$ cat src/rtl/frame_asm_pkg.sv
// Shared types and constants for the frame word assembler.
//   state_e          : assembler FSM states (IDLE, COLLECT)
//   SYNC_NIBBLE_DEF  : default sync nibble expected in the first byte's high nibble
//   TAIL_PATTERN_DEF : default tail pattern expected in the word's low 16 bits
//   STAT_W           : width of the good/bad frame statistics counters
//   sat_inc()        : saturating increment for the statistics counters
package frame_asm_pkg;

    typedef enum logic [0:0] {
        IDLE    = 1'b0,
        COLLECT = 1'b1
    } state_e;

    localparam logic [3:0]  SYNC_NIBBLE_DEF  = 4'hA;
    localparam logic [15:0] TAIL_PATTERN_DEF = 16'hBEAF;
    localparam int          STAT_W           = 16;

    // Statistics stick at all-ones instead of wrapping back to zero.
    function automatic logic [STAT_W-1:0] sat_inc(input logic [STAT_W-1:0] v);
        return (v == {STAT_W{1'b1}}) ? v : v + 1'b1;
    endfunction

endpackage

$ cat src/rtl/frame_gap_timer.sv
// Inter-byte gap timer for the frame word assembler. Only built when
// FRAME_GAP_TIMEOUT_EN is defined.
//   div_8_clk  : clock, rising edge
//   rst_n      : asynchronous active-low reset
//   collecting : assembler is in the middle of a frame
//   byte_valid : a byte is being accepted this cycle
//   timeout    : this cycle is the TIMEOUT_CYCLES-th consecutive idle cycle of a frame
// Implemented as a down-counter reloaded on every byte (and outside a frame);
// the terminal count of 1 marks the last idle cycle allowed.
module frame_gap_timer #(
    parameter int TIMEOUT_CYCLES = 8
) (
    input  logic div_8_clk,
    input  logic rst_n,
    input  logic collecting,
    input  logic byte_valid,
    output logic timeout
);

    localparam int GW = $clog2(TIMEOUT_CYCLES + 1);
    localparam logic [GW-1:0] RELOAD = GW'(TIMEOUT_CYCLES);

    logic [GW-1:0] gap_q, gap_d;

    always_comb begin
        gap_d   = gap_q;
        timeout = 1'b0;
        if (!collecting || byte_valid) begin
            gap_d = RELOAD;
        end else if (gap_q == GW'(1)) begin
            timeout = 1'b1;
            gap_d   = RELOAD;
        end else begin
            gap_d = gap_q - 1'b1;
        end
    end

    always_ff @(posedge div_8_clk or negedge rst_n) begin
        if (!rst_n) gap_q <= RELOAD;
        else        gap_q <= gap_d;
    end

endmodule

$ cat src/rtl/frame_word_assembler.sv
// Frame word assembler: hunts a sync nibble in a byte stream, collects
// BYTES_PER_WORD bytes MSB first, optionally checks the low 16 bits against a
// tail pattern, and reports the result with one-cycle strobes and statistics.
//   div_8_clk      : clock, rising edge
//   rst_n          : asynchronous active-low reset
//   data_in        : input byte, sampled only when data_in_valid is high
//   data_in_valid  : byte qualifier
//   data_out       : last good word
//   data_out_valid : one-cycle pulse, data_out was updated
//   frame_err      : one-cycle pulse, a frame was rejected
//   good_cnt       : good frames, saturating
//   err_cnt        : rejected frames, saturating
// Optional macro FRAME_GAP_TIMEOUT_EN: abandon a frame after TIMEOUT_CYCLES
// consecutive idle cycles (counted as a rejected frame).
//
// state   | meaning
// IDLE    | hunting for a byte whose high nibble is the sync nibble
// COLLECT | frame started, shifting in the remaining bytes
module frame_word_assembler
    import frame_asm_pkg::*;
#(
    parameter int          BYTES_PER_WORD = 4,
    parameter logic [3:0]  SYNC_NIBBLE    = SYNC_NIBBLE_DEF,
    parameter logic [15:0] TAIL_PATTERN   = TAIL_PATTERN_DEF,
    parameter int          TAIL_CHECK     = 1,
    parameter int          TIMEOUT_CYCLES = 8
) (
    input  logic                        div_8_clk,
    input  logic                        rst_n,
    input  logic [7:0]                  data_in,
    input  logic                        data_in_valid,
    output logic [8*BYTES_PER_WORD-1:0] data_out,
    output logic                        data_out_valid,
    output logic                        frame_err,
    output logic [STAT_W-1:0]           good_cnt,
    output logic [STAT_W-1:0]           err_cnt
);

    localparam int WORD_W  = 8 * BYTES_PER_WORD;
    localparam int SHIFT_W = WORD_W - 8;
    localparam logic [3:0] LAST_IDX = 4'(BYTES_PER_WORD - 1);

    // Fewer than 3 bytes would let the sync header and the tail overlap.
    if (BYTES_PER_WORD < 3 || BYTES_PER_WORD > 8) begin : g_bad_bpw
        $fatal(1, "frame_word_assembler: BYTES_PER_WORD must be 3..8");
    end
    if (TIMEOUT_CYCLES < 1) begin : g_bad_timeout
        $fatal(1, "frame_word_assembler: TIMEOUT_CYCLES must be >= 1");
    end

    state_e              state_q, state_d;
    logic [3:0]          byte_cnt_q, byte_cnt_d;
    logic [SHIFT_W-1:0]  shift_q, shift_d;
    logic [WORD_W-1:0]   data_out_q, data_out_d;
    logic                data_out_valid_q, data_out_valid_d;
    logic                frame_err_q, frame_err_d;
    logic [STAT_W-1:0]   good_cnt_q, good_cnt_d;
    logic [STAT_W-1:0]   err_cnt_q, err_cnt_d;
    logic [WORD_W-1:0]   word;
    logic                tail_ok;
    logic                gap_timeout;

`ifdef FRAME_GAP_TIMEOUT_EN
    frame_gap_timer #(
        .TIMEOUT_CYCLES (TIMEOUT_CYCLES)
    ) u_gap_timer (
        .div_8_clk  (div_8_clk),
        .rst_n      (rst_n),
        .collecting (state_q == COLLECT),
        .byte_valid (data_in_valid),
        .timeout    (gap_timeout)
    );
`else
    assign gap_timeout = 1'b0;
`endif

    assign word    = {shift_q, data_in};
    assign tail_ok = (TAIL_CHECK == 0) || (word[15:0] == TAIL_PATTERN);

    always_comb begin
        state_d          = state_q;
        byte_cnt_d       = byte_cnt_q;
        shift_d          = shift_q;
        data_out_d       = data_out_q;
        data_out_valid_d = 1'b0;
        frame_err_d      = 1'b0;
        good_cnt_d       = good_cnt_q;
        err_cnt_d        = err_cnt_q;
        case (state_q)
            IDLE: begin
                if (data_in_valid && data_in[7:4] == SYNC_NIBBLE) begin
                    shift_d    = SHIFT_W'(data_in);
                    byte_cnt_d = 4'd1;
                    state_d    = COLLECT;
                end
            end
            COLLECT: begin
                // Sync nibbles inside a frame are plain data; no resync.
                if (data_in_valid) begin
                    if (byte_cnt_q == LAST_IDX) begin
                        state_d    = IDLE;
                        byte_cnt_d = 4'd0;
                        if (tail_ok) begin
                            data_out_d       = word;
                            data_out_valid_d = 1'b1;
                            good_cnt_d       = sat_inc(good_cnt_q);
                        end else begin
                            frame_err_d = 1'b1;
                            err_cnt_d   = sat_inc(err_cnt_q);
                        end
                    end else begin
                        shift_d    = {shift_q[SHIFT_W-9:0], data_in};
                        byte_cnt_d = byte_cnt_q + 4'd1;
                    end
                end else if (gap_timeout) begin
                    state_d     = IDLE;
                    byte_cnt_d  = 4'd0;
                    frame_err_d = 1'b1;
                    err_cnt_d   = sat_inc(err_cnt_q);
                end
            end
            default: state_d = IDLE;
        endcase
    end

    always_ff @(posedge div_8_clk or negedge rst_n) begin
        if (!rst_n) begin
            state_q          <= IDLE;
            byte_cnt_q       <= 4'd0;
            shift_q          <= '0;
            data_out_q       <= '0;
            data_out_valid_q <= 1'b0;
            frame_err_q      <= 1'b0;
            good_cnt_q       <= '0;
            err_cnt_q        <= '0;
        end else begin
            state_q          <= state_d;
            byte_cnt_q       <= byte_cnt_d;
            shift_q          <= shift_d;
            data_out_q       <= data_out_d;
            data_out_valid_q <= data_out_valid_d;
            frame_err_q      <= frame_err_d;
            good_cnt_q       <= good_cnt_d;
            err_cnt_q        <= err_cnt_d;
        end
    end

    assign data_out       = data_out_q;
    assign data_out_valid = data_out_valid_q;
    assign frame_err      = frame_err_q;
    assign good_cnt       = good_cnt_q;
    assign err_cnt        = err_cnt_q;

endmodule

$ cat config.mk
export PLATFORM = sky130hd
export DESIGN_NAME = frame_word_assembler
export DESIGN_NICKNAME = d
export VERILOG_FILES = /design/src/rtl/frame_asm_pkg.sv /design/src/rtl/frame_gap_timer.sv /design/src/rtl/frame_word_assembler.sv
export SDC_FILE = /design/constraint.sdc
export NUM_CORES = 1
export LEC_CHECK = 0
export ABC_CLOCK_PERIOD_IN_PS = 1750
export CAP_MARGIN = 25
export CORE_MARGIN = 5
export CORE_UTILIZATION = 46
export CTS_BUF_LIST = sky130_fd_sc_hd__clkbuf_16
export DETAILED_ROUTE_END_ITERATION = 12
export PLACE_DENSITY_LB_ADDON = 0.2
export SYNTH_ARGS = -nofsm -noshare
export SYNTH_HDL_FRONTEND = slang
export SYNTH_SLANG_ARGS = --single-unit
$ cat constraint.sdc
create_clock -name div_8_clk -period 1.75 [get_ports div_8_clk]
set_input_delay 0.35 -clock div_8_clk [delete_from_list [all_inputs] [get_ports div_8_clk]]
set_output_delay 0.35 -clock div_8_clk [all_outputs]
set_load 0.02 [all_outputs]
==> metrics.md, run 1 <==
| Metric | Value |
|---|---|
| Seq/Total Area, Yosys | `60.6%` |
| Clk sink count | `95` |
| Final WS setup | `-119 ps` |
| Remaining Overflow, GRT | `0` |
| Status | `finished with violations` |
| All-layer global routing usage | `18.0%` |
| Dpl hpwl | `between 6000 and 7000 microns` |
| Leak | `3.13 nW` |
| Clock root cell | `clkbuf_16` |
| XOR/XNOR Fraction of Synth Area | `under 10%` |
| Synth Area in Compound Gates | `between 7 and 8%` |
| Starting density of the core | `a little under half` |
| Synthesized Nets | `approximately 350` |
| Placed cells | `between 500 and 600` |
| Routed Wire Length | `roughly 9900 microns` |
| Worst rel slew slack | `between 70 and 80%` |
| Maximum buffer depth of the clock tree | `2` |
| Drt wl/cell | `approximately 17 microns` |
| Met1 usage | `between 20% and 30%` |
| Grt met3 use | `approximately 3.3%` |
| Seq cells post-synth | `between 90 and 100` |
| Core region area | `0.00826 sq mm` |
| Critical Path Source Type | `flip-flop` |
| Worst-skew pair later-pin latency | `about 330 ps` |
| Mux cell area share after synthesis | `4.02%` |
| Fmax | `535 MHz` |
| NumNets Final | `between 400 and 500` |
| Power per Cell Area | `1030 mW/mm^2` |
| Final Non-Filler Cells | `slightly below 600` |
| Final setup fails | `35` |
| Die Ht | `slightly above 100 microns` |
| CP Capture Type | `flip-flop` |
| Max Cap Violations | `0` |
| CTS tree | `built` |
| Mapped Cells | `around 330` |
| Vias in the first global route | `just over 3000` |
| Layout Skew | `15.2 ps` |
| I/O Pins | `slightly below 80` |
| RSZ-0062 raised after global routing | `yes` |
| Post-synthesis simple-gate area fraction | `between 20% and 30%` |
| H-tree levels | `3` |
| Drt first pass iters | `4` |
| Clock transition at path regs | `~60 ps` |
| Avg Inst Size Synth | `11.8 sq um` |
| Data arrival, critical path | `approximately 2100 ps` |
| Post-Synth Adder-Cell Area | `0.957%` |
| Yosys cell types | `between 40 and 50` |
| CP max FO | `4` |
| Synth Cell Area | `0.00392 sq mm` |
| CP required | `~2000 ps` |
| First DRT Iteration DRCs | `approximately 170` |
| Largest net degree at the start of global routing | `38` |
| GR peak layer | `met2` |
| Initial antenna violation count | `0` |
| Total CTS buffers | `9` |
| Ys flop type | `dfrtp_1` |
| Slowest stage cell on the critical path | `dfrtp_1` |
| Period Utilization, post-route | `107%` |
| Area Overhead vs Synth | `55.2%` |
| Hold crit path type | `in -> reg` |
| Worst slew pin tran | `418 ps` |
| Row cnt | `33` |
| Async set or reset register ratio after synthesis | `100%` |
| CP cell instances | `ha_2 > nor3b_4 > buf_4 > nor2_2 > a31oi_4 > clkbuf_16 > mux2_4` |
| Via density | `between 5 and 6` |
| Ant. Diodes | `0` |
| EDFF count, synth | `0` |
| Failing checks | `negative setup slack` |
| Gp weighted congestion | `0.816` |
| Via Count | `about 3100` |
| # DRC | `0` |
| Fraction of layout cells with a size suffix above 1 | `between 30% and 40%` |
| Die Width | `a little over 100 microns` |
| Crit-path max cell delay | `~360 ps` |
| Peak VDD IR | `0.678 mV` |
| Layout Utilization | `around 74%` |
| Setup Crit Path Kind | `reg -> reg` |
| Max-slew violations | `0` |
| Tmin final | `between 1500 and 2000 ps` |
| Yosys warns | `0` |
| First-pass GRT wire length | `around 15000 microns` |
| Die area | `0.0105 sq mm` |
| Largest family of logic cells by synthesized area | `simple AND/OR/NAND/NOR gates` |
| Post-DRT Antenna Nets | `0` |
| Final hold viol count | `0` |
| Met2 Use GR | `between 20% and 30%` |
| Port Buf Inserts | `76` |
synth_stat cells (2+ instances only):
library cell	number	share of area, %
xnor2_1	17	3.8
buf_2	3	0.38
a21oi_1	7	0.89
o21ai_0	5	0.64
nor2_1	7	0.67
and2_1	5	0.80
a31oi_1	4	0.64
and4b_1	2	0.51
ha_1	3	0.96
nand2_1	64	6.1
nand4_1	16	2.6
mux2_1	4	1.1
dfrtp_1	95	61
and4_4	2	0.57
inv_1	3	0.29
clkbuf_1	5	0.48
nor3_1	3	0.38
a22o_1	17	3.8
nand3_1	12	1.5
mux2_2	10	2.9
and3_1	6	0.96
xor2_1	4	0.89
nor4_1	3	0.48
nand2b_1	13	2.1
cells by family after synthesis:
logic type                 count (synthesis)
and+or+nand+nor                          147
DFF                                       95
AOI/OAI and AO/OA                         36
xor gates and xnor gates                  22
buffers and inverters                     15
muxes                                     14
adders and majority gates                  3
flip-flops by register name, indices dropped and copies added, names as in the netlist:
signal,count
data_out,32
byte_cnt_q,4
err_cnt,16
shift_q,24
good_cnt,16
data_out_valid,1
state_q,1
frame_err,1
final timing paths:
kind                               start      endpoint  slack [ps]  cells after the start
setup / recovery           byte_cnt_q[0]    shift_q[3]        -120                      7
hold / removal                data_in[3]    shift_q[3]         350                      2
setup reg to reg           byte_cnt_q[0]    shift_q[3]        -120                      7
hold reg to reg             data_out[13]  data_out[13]         470                      1
max in group asynchronous          rst_n    err_cnt[1]         700                      3
min in group asynchronous          rst_n  data_out[28]         490                      2
routing by layer:
layer	wire [microns]	part of all wire, %	vias up
met4	198	2.0	0
met3	437	4.4	16
met1	4240	43	1565
met2	5010	51	81
li1	-	-	1473
met5	0	0	-
metrics by stage:
step | TNS [ps] | hold WS [ps] | total power (W) | worst slack [ps] | cell area [sq um]
floorplan | -399 | 54.4 | 0.00344 | -132 | 3950
global placement | -26220 | 312 | 0.00402 | -382 | 5240
detailed placement | -28760 | 315 | 0.00406 | -468 | 5240
CTS | -501 | 388 | 0.00607 | -94.5 | 5690
global route | -6780 | 348 | 0.00653 | -203 | 6090
finish | -1600 | 348 | 0.00626 | -119 | 6090
placed cells by master, fill, tap and decap left out, types with 4 or more instances in the layout:
cell             count
dlygate4sd2_1       24
xnor2_1             15
dfrtp_1             90
dfrtp_2              5
nand3_2              4
xor2_1               4
nor2_1               5
a31oi_1              4
buf_12               5
buf_6               12
o21ai_0              5
nand2_1             44
nand2_2             13
mux2_4              13
and3_1               5
a21oi_1              7
buf_4               52
nand4_1             16
a22o_1              17
clkbuf_16           12
nand3_1              7
clkdlybuf4s50_1     41
nand2_4              8
dlymetal6s2s_1      10
nand2b_1            13
worst max-delay path: cells and delay by family, from the launching register on:
kind	cells	cell delay, ps
flip-flops	1	360
AO/OA/AOI/OAI	1	240
multiplexers	1	300
adder cells (fa/ha/maj)	1	190
AND/OR/NAND/NOR	2	300
buffers and inverters	2	360
report_power, final:
part	total, W	internal [W]	leakage (nW)	switching [W]
sequential	0.00279	0.00254	1.27	0.000246
combinational	0.00153	0.000888	1.72	0.000645
clock	0.00193	0.00111	0.141	0.000826
total	0.00626	0.00454	3.13	0.00172
final cells by class:
type                    count  area, sq um
clock inverters             7         71.3
clock buffers               9          225
well taps                 105          131
fillers                   567         2170
multi-input cells         222         1760
flip-flops and latches     95         2380
inverters                   5         31.3
repair buffers            150         1490
timing repair:
item / CTS / global route
setup buffers: 7 / 5
gates resized for setup: 50 / 74
hold buffers: 1 / 0
cloned: 0 / 4
pin swaps: 11 / 42
endpoints found under the setup margin: 83 / 81
hold endpoints to repair: 29 / 0
No activity file was read; power rests on OpenSTA's default activity.
==> inputs of run 2 (changes only) <==
Settings changed: CORE_UTILIZATION 46 to 34, SLEW_MARGIN from default to 20.
==> metrics.md, run 2 (synthesized netlist as in run 1, its figures left out) <==
| Metric | Value |
|---|---|
| Port Buf Inserts | `76 (unchanged)` |
| Die area | `0.0138 sq mm (+32%)` |
| Maximum buffer depth of the clock tree | `2 (unchanged)` |
| Final WS setup | `-109 ps (+9.41 ps)` |
| Crit-path max cell delay | `500 ps (+140 ps)` |
| Clock transition at path regs | `70 ps (about the same)` |
| Via density | `4.84 (-8.4%)` |
| Total CTS buffers | `9 (unchanged)` |
| Max Cap Violations | `0 (unchanged)` |
| Setup slack, reg-to-reg | `-110 ps (about the same)` |
| Final hold viol count | `0 (unchanged)` |
| Clk sink count | `95 (unchanged)` |
| CTS tree | `built` |
| Post-DRT Antenna Nets | `0 (unchanged)` |
| Failing checks | `negative setup slack` |
| Fmax | `538 MHz (+0.51%)` |
| Largest net degree at the start of global routing | `42 (+11%)` |
| Hold_ws | `464 ps (+116 ps)` |
| Layout Skew | `9.71 ps (-5.48 ps)` |
| Setup Crit Path Kind | `reg -> reg` |
| Clock root cell | `clkbuf_16` |
| Most frequent cells in the layout | `dfrtp_1, buf_4, clkdlybuf4s50_1` |
| CP cell instances | `ha_2 > nor3b_4 > and2b_2 > nand2_4 > or4b_4 > xnor2_2` |
| Core region area | `0.0114 sq mm (+38%)` |
| First-pass GRT wire length | `16100 microns (+8.0%)` |
| Data arrival, critical path | `2090 ps (about the same)` |
| Worst slew pin tran | `426 ps (+8.01 ps)` |
| Row cnt | `39 (+18%)` |
| H-tree levels | `3 (unchanged)` |
| CP Capture Type | `flip-flop` |
| Starting density of the core | `34.5% (-13 points)` |
| Max-slew violations | `0 (unchanged)` |
| Leak | `3.27 nW (+4.6%)` |
| Sequential cell area | `0.00238 sq mm (unchanged)` |
| Die Width | `117 microns (+15%)` |
| Remaining Overflow, GRT | `0 (unchanged)` |
| Worst-skew pair later-pin latency | `350 ps (+20 ps)` |
| Final Non-Filler Cells | `627 (+5.7%)` |
| NumNets Final | `493 (-0.80%)` |
| Place WS | `-448 ps (+20.2 ps)` |
| Drt wl/cell | `15.8 microns (-5.3%)` |
| Ant. Diodes | `0 (unchanged)` |
| I/O Pins | `77 (unchanged)` |
| Fraction of layout cells with a size suffix above 1 | `36.2% (+3.0 points)` |
| Slowest stage cell on the critical path | `or4b_4` |
| First DRT Iteration DRCs | `122 (-29%)` |
| CP max FO | `6 (+2)` |
| Final setup fails | `36 (+2.9%)` |
| Commonest non-fill, non-tap cell in the layout | `dfrtp_1` |
| Routed Wire Length | `9910 microns (+0.17%)` |
| Layout filler cell count | `1010 (+78%)` |
| RSZ-0062 raised after global routing | `yes` |
| CP required | `1980 ps (+20 ps)` |
| Power per Cell Area | `1020 mW/mm^2 (-0.63%)` |
| Critical Path Source Type | `flip-flop` |
| Status | `finished with violations` |
| Initial antenna violation count | `0 (unchanged)` |
| Tmin final | `1860 ps (-9.41 ps)` |
| Via Count | `3037 (-3.1%)` |
| # DRC | `0 (unchanged)` |
| Multi-input gate area | `0.00181 sq mm (+2.9%)` |
| Area Overhead vs Synth | `58.0%` |
| Worst rel slew slack | `71.6% (-0.53 points)` |
| Gp weighted congestion | `0.816 (about the same)` |
| Dpl hpwl | `6460 microns (+2.2%)` |
| All-layer global routing usage | `14.0% (-4.0 points)` |
| Vias in the first global route | `3223 (+3.5%)` |
| Period Utilization, post-route | `106% (-0.54 points)` |
| Max reg flops | `32 (unchanged)` |
| Placed cells | `598 (+6.8%)` |
| Hold crit path type | `reg -> reg` |
| Peak VDD IR | `0.464 mV (-32%)` |
| Die Ht | `117 microns (+15%)` |
| Drt first pass iters | `5 (+1)` |
## run 2: cell types whose count changed in the layout (fill, tap and decap cells not counted), sizes merged
cell | before | now
clkdlybuf4s50 | 41 | 38
dlygate4sd2 | 24 | 25
buf | 71 | 66
clkbuf | 12 | 13
inv | 5 | 8
clkinv | 5 | 3
dlymetal6s2s | 10 | 12
clkinvlp | 1 | 0
## run 2: per-stage QoR
stage / utilization, % / cell area [sq um] / power (W) / TNS, ps
2_1_floorplan: - / 3950 / 0.00344 / -399
3_3_place_gp: 46.6 / 5300 / 0.00407 / -24800
3_5_place_dp: 46.6 / 5300 / 0.00410 / -26800
4_1_cts: 50.2 / 5700 / 0.00626 / -806
5_1_grt: 54.5 / 6200 / 0.00668 / -6760
6_report: 54.5 / 6200 / 0.00633 / -935
## run 2: final timing paths
kind,from,to,cells after the start
worst min-delay path,data_out[1],data_out[1],1
min in group asynchronous,rst_n,data_out[17],2
worst max-delay path,byte_cnt_q[0],err_cnt[4],6
worst max register to register,byte_cnt_q[0],err_cnt[4],6
max in group asynchronous,rst_n,shift_q[0],3
worst min register to register,data_out[1],data_out[1],1
## run 2: where the power goes
group	total [W]	switching (W)	leakage, nW	internal, W
Sequential	0.00284	0.000299	1.27	0.00254
Clock	0.00205	0.000911	0.155	0.00114
Combinational	0.00143	0.000589	1.85	0.000842
## run 2: critical path: cells and delay by family, from the launching register on
family	cells	cell delay, ps
adder cells (fa/ha/maj)	1	190
AND/OR/NAND/NOR	4	1060
flip-flops	1	360
XOR/XNOR	1	140
## run 2: layout make-up
cell class | count | share of cell area (%)
flip-flops and latches | 95 | 38.5
multi-input cells | 222 | 29.2
repair buffers | 146 | 23.8
clock buffers | 9 | 3.63
well taps | 143 | 2.89
clock inverters | 7 | 1.43
inverters | 5 | 0.505
## run 2: metal layers
metal	global-route usage, %	share of wire (%)	vias up
met3	3.85	3.1	9
li1	-	-	1461
met4	4.86	1.2	0
met5	0	0	-
met2	21.7	49	52
met1	18.9	47	1515
## run 2: repair_timing
| action | CTS | global route |
|---|---|---|
| setup buffers | 3 | 5 |
| gates resized for setup | 47 | 99 |
| setup endpoints to repair | 72 | 81 |
| hold buffers | 1 | 0 |
| pin swaps | 14 | 57 |
| cloned | 0 | 5 |
| hold endpoints to repair | 27 | 0 |
==> inputs of run 3 (changes only) <==
Settings changed: CORE_ASPECT_RATIO from default to 0.6, REMOVE_ABC_BUFFERS from default to 1, SLEW_MARGIN 20 to default.
==> metrics.md, run 3 (synthesized netlist as in run 1, its figures left out) <==
| Metric | Value |
|---|---|
| Worst slew pin tran | `383 ps (-42.9 ps)` |
| Layout Skew | `5.99 ps (-3.72 ps)` |
| Period Utilization, post-route | `108% (+1.4 points)` |
| Port Buf Inserts | `76 (unchanged)` |
| Final setup fails | `33 (-8.3%)` |
| Slowest stage cell on the critical path | `clkdlybuf4s50_1` |
| Placed cells | `623 (+4.2%)` |
| Critical Path Source Type | `input port` |
| Dpl hpwl | `6760 microns (+4.7%)` |
| All-layer global routing usage | `15.1% (+1.1 points)` |
| Crit-path max cell delay | `510 ps (about the same)` |
| Die Width | `149 microns (+27%)` |
| Area Overhead vs Synth | `53.6%` |
| # DRC | `0 (unchanged)` |
| Worst setup startpoint | `data_in[5]` |
| Switching portion of total power | `26.0% (-2.5 points)` |
| Hold Crit Start | `data_out[3]` |
| Fmax | `531 MHz (-1.3%)` |
| RSZ-0062 raised after global routing | `yes` |
| Most frequent cells in the layout | `dfrtp_1, nand2_1, buf_4` |
| Gp weighted congestion | `0.791 (-3.0%)` |
| NumNets Final | `497 (+0.81%)` |
| Final WS setup | `-134 ps (-25.0 ps)` |
| Setup crit end | `good_cnt[15]` |
| Initial antenna violation count | `0 (unchanged)` |
| Leak | `3.08 nW (-5.8%)` |
| Layout Utilization | `53.3% (-1.2 points)` |
| Total CTS buffers | `9 (unchanged)` |
| Post-DRT Antenna Nets | `0 (unchanged)` |
| Met1 usage | `21.3% (+2.4 points)` |
| Via density | `4.65 (-3.9%)` |
| Max reg flops | `32 (unchanged)` |
| Grt met3 use | `4.84% (+0.99 points)` |
| CP max FO | `5 (-1)` |
| Core region area | `0.0113 sq mm (-0.63%)` |
| Max Cap Violations | `0 (unchanged)` |
| R2R Path Start | `byte_cnt_q[0]` |
| I/O Pins | `77 (unchanged)` |
| Drt wl/cell | `15.0 microns (-5.0%)` |
| Clk sink count | `95 (unchanged)` |
| Via Count | `3016 (-0.69%)` |
| Clock transition at path regs | `60 ps (about the same)` |
| First DRT Iteration DRCs | `115 (-5.7%)` |
| R2R cell count | `6 (unchanged)` |
| Data arrival, critical path | `2110 ps (+20 ps)` |
| Peak VDD IR | `0.637 mV (+37%)` |
| Setup TNS | `-1780 ps (-844 ps)` |
| Routed Wire Length | `9730 microns (-1.8%)` |
| Clock root cell | `clkbuf_16` |
| Final hold viol count | `0 (unchanged)` |
| CTS tree | `built` |
| Post-place instance area | `0.00535 sq mm (+1.1%)` |
| Status | `finished with violations` |
| Vias in the first global route | `3190 (-1.0%)` |
| Failing checks | `negative setup slack` |
| Power per Cell Area | `1040 mW/mm^2 (+1.9%)` |
| Starting density of the core | `34.7% (+0.22 points)` |
| Fraction of layout cells with a size suffix above 1 | `27.5% (-8.7 points)` |
| CP Capture Type | `flip-flop` |
| Max-slew violations | `0 (unchanged)` |
| Switch Pwr | `0.00163 W (-9.5%)` |
| Maximum buffer depth of the clock tree | `2 (unchanged)` |
| Met2 Use GR | `22.3% (+0.54 points)` |
| H-tree levels | `3 (unchanged)` |
| Final Cell Area | `0.00602 sq mm (-2.8%)` |
| Layout filler cell count | `960 (-5.0%)` |
| Final Non-Filler Cells | `648 (+3.3%)` |
| Tmin final | `1880 ps (+25.0 ps)` |
| Ant. Diodes | `0 (unchanged)` |
| Remaining Overflow, GRT | `0 (unchanged)` |
| Hold_ws | `461 ps (-3.11 ps)` |
| Worst-skew pair later-pin latency | `340 ps (about the same)` |
| CP cell instances | `clkdlybuf4s50_1 > and4bb_2 > nand4_4 > or2_4 > clkinv_4 > nand4_1 > mux2_4` |
| Die Ht | `93.2 microns (-21%)` |
| Commonest non-fill, non-tap cell in the layout | `dfrtp_1` |
| Hold crit path type | `reg -> reg` |
| Reg power frac | `44.6% (-0.3 points)` |
| Crit Reg-Reg Endpoint | `err_cnt[4]` |
| Worst rel slew slack | `74.5% (+2.9 points)` |
| Drt first pass iters | `4 (-1)` |
| Internal power | `0.00464 W (+2.4%)` |
| Die area | `0.0139 sq mm (+0.51%)` |
| Largest net degree at the start of global routing | `52 (+24%)` |
| Row cnt | `30 (-23%)` |
| Setup slack, reg-to-reg | `-130 ps (-20 ps)` |
| Setup Crit Path Kind | `in -> reg` |
| Combinational Power Share | `22.7% (about the same)` |
| First-pass GRT wire length | `16400 microns (+2.2%)` |
| GR peak layer | `met2` |
| CP required | `1980 ps (about the same)` |
| Clock group share of total power | `32.7% (+0.2 points)` |
==> run 3: changes by cell type in the layout (fill, tap and decap cells not counted), sizes merged <==
cell and delta:
clkbuf -3, inv -3, buf +7, dlygate4sd2 +1, dlymetal6s2s -6, bufinv +1
clkinvlp +1, clkdlybuf4s50 +5, clkinv +1
==> run 3: timing repair <==
item | in CTS | in global routing
hold buffers | 1 | 0
pin swaps | 25 | 20
endpoints found under the setup margin | 94 | 90
setup buffers | 6 | 3
endpoints found under the hold margin | 27 | 0
gates cloned | 0 | 1
resized for setup | 71 | 24
==> run 3: worst min path at each step <==
stage	depth (start not counted)	endpoint	slack, ps
3_5_place_dp	1	data_out[6]	300
5_1_grt	2	shift_q[6]	480
2_1_floorplan	0	byte_cnt_q[0]	50
6_report	1	data_out[3]	460
4_1_cts	2	shift_q[6]	440
3_3_place_gp	1	data_out[6]	290
==> run 3: critical path, delay by kind of cell <==
| kind | cells | cell delay, ps |
|---|---|---|
| and+or+nand+nor | 4 | 850 |
| buffers and inverters | 2 | 580 |
| muxes | 1 | 330 |
==> run 3: per-layer routing <==
layer | wire [microns] | vias to the layer above
met5 | 0 | -
met4 | 123 | 0
met3 | 470 | 9
met2 | 4270 | 57
met1 | 4860 | 1479
li1 | - | 1471
==> run 3: stage by stage <==
step | setup WS, ps | total power [W]
finish | -134 | 0.00627
global route | -217 | 0.00660
CTS | -132 | 0.00624
detailed placement | -468 | 0.00405
global placement | -456 | 0.00401
floorplan | -686 | 0.00339
==> run 3: cell type report <==
| type | instances | area (sq um) | area share [%] |
|---|---|---|---|
| Sequential cell | 95 | 2380 | 39.5 |
| Multi-Input combinational cell | 222 | 1680 | 27.8 |
| Timing Repair Buffer | 150 | 1430 | 23.7 |
| Clock buffer | 9 | 225 | 3.74 |
| Tap cell | 160 | 200 | 3.32 |
| Clock inverter | 7 | 88.8 | 1.47 |
| Inverter | 5 | 31.3 | 0.519 |
==> run 3: power by group through the flow <==
stage / logic (W) / registers (W) / clock network (W)
2_1_floorplan: 0.000572 / 0.00282 / 0
3_3_place_gp: 0.00121 / 0.00280 / 0
3_5_place_dp: 0.00123 / 0.00282 / 0
4_1_cts: 0.00133 / 0.00279 / 0.00213
5_1_grt: 0.00156 / 0.00283 / 0.00221
6_report: 0.00142 / 0.00280 / 0.00205
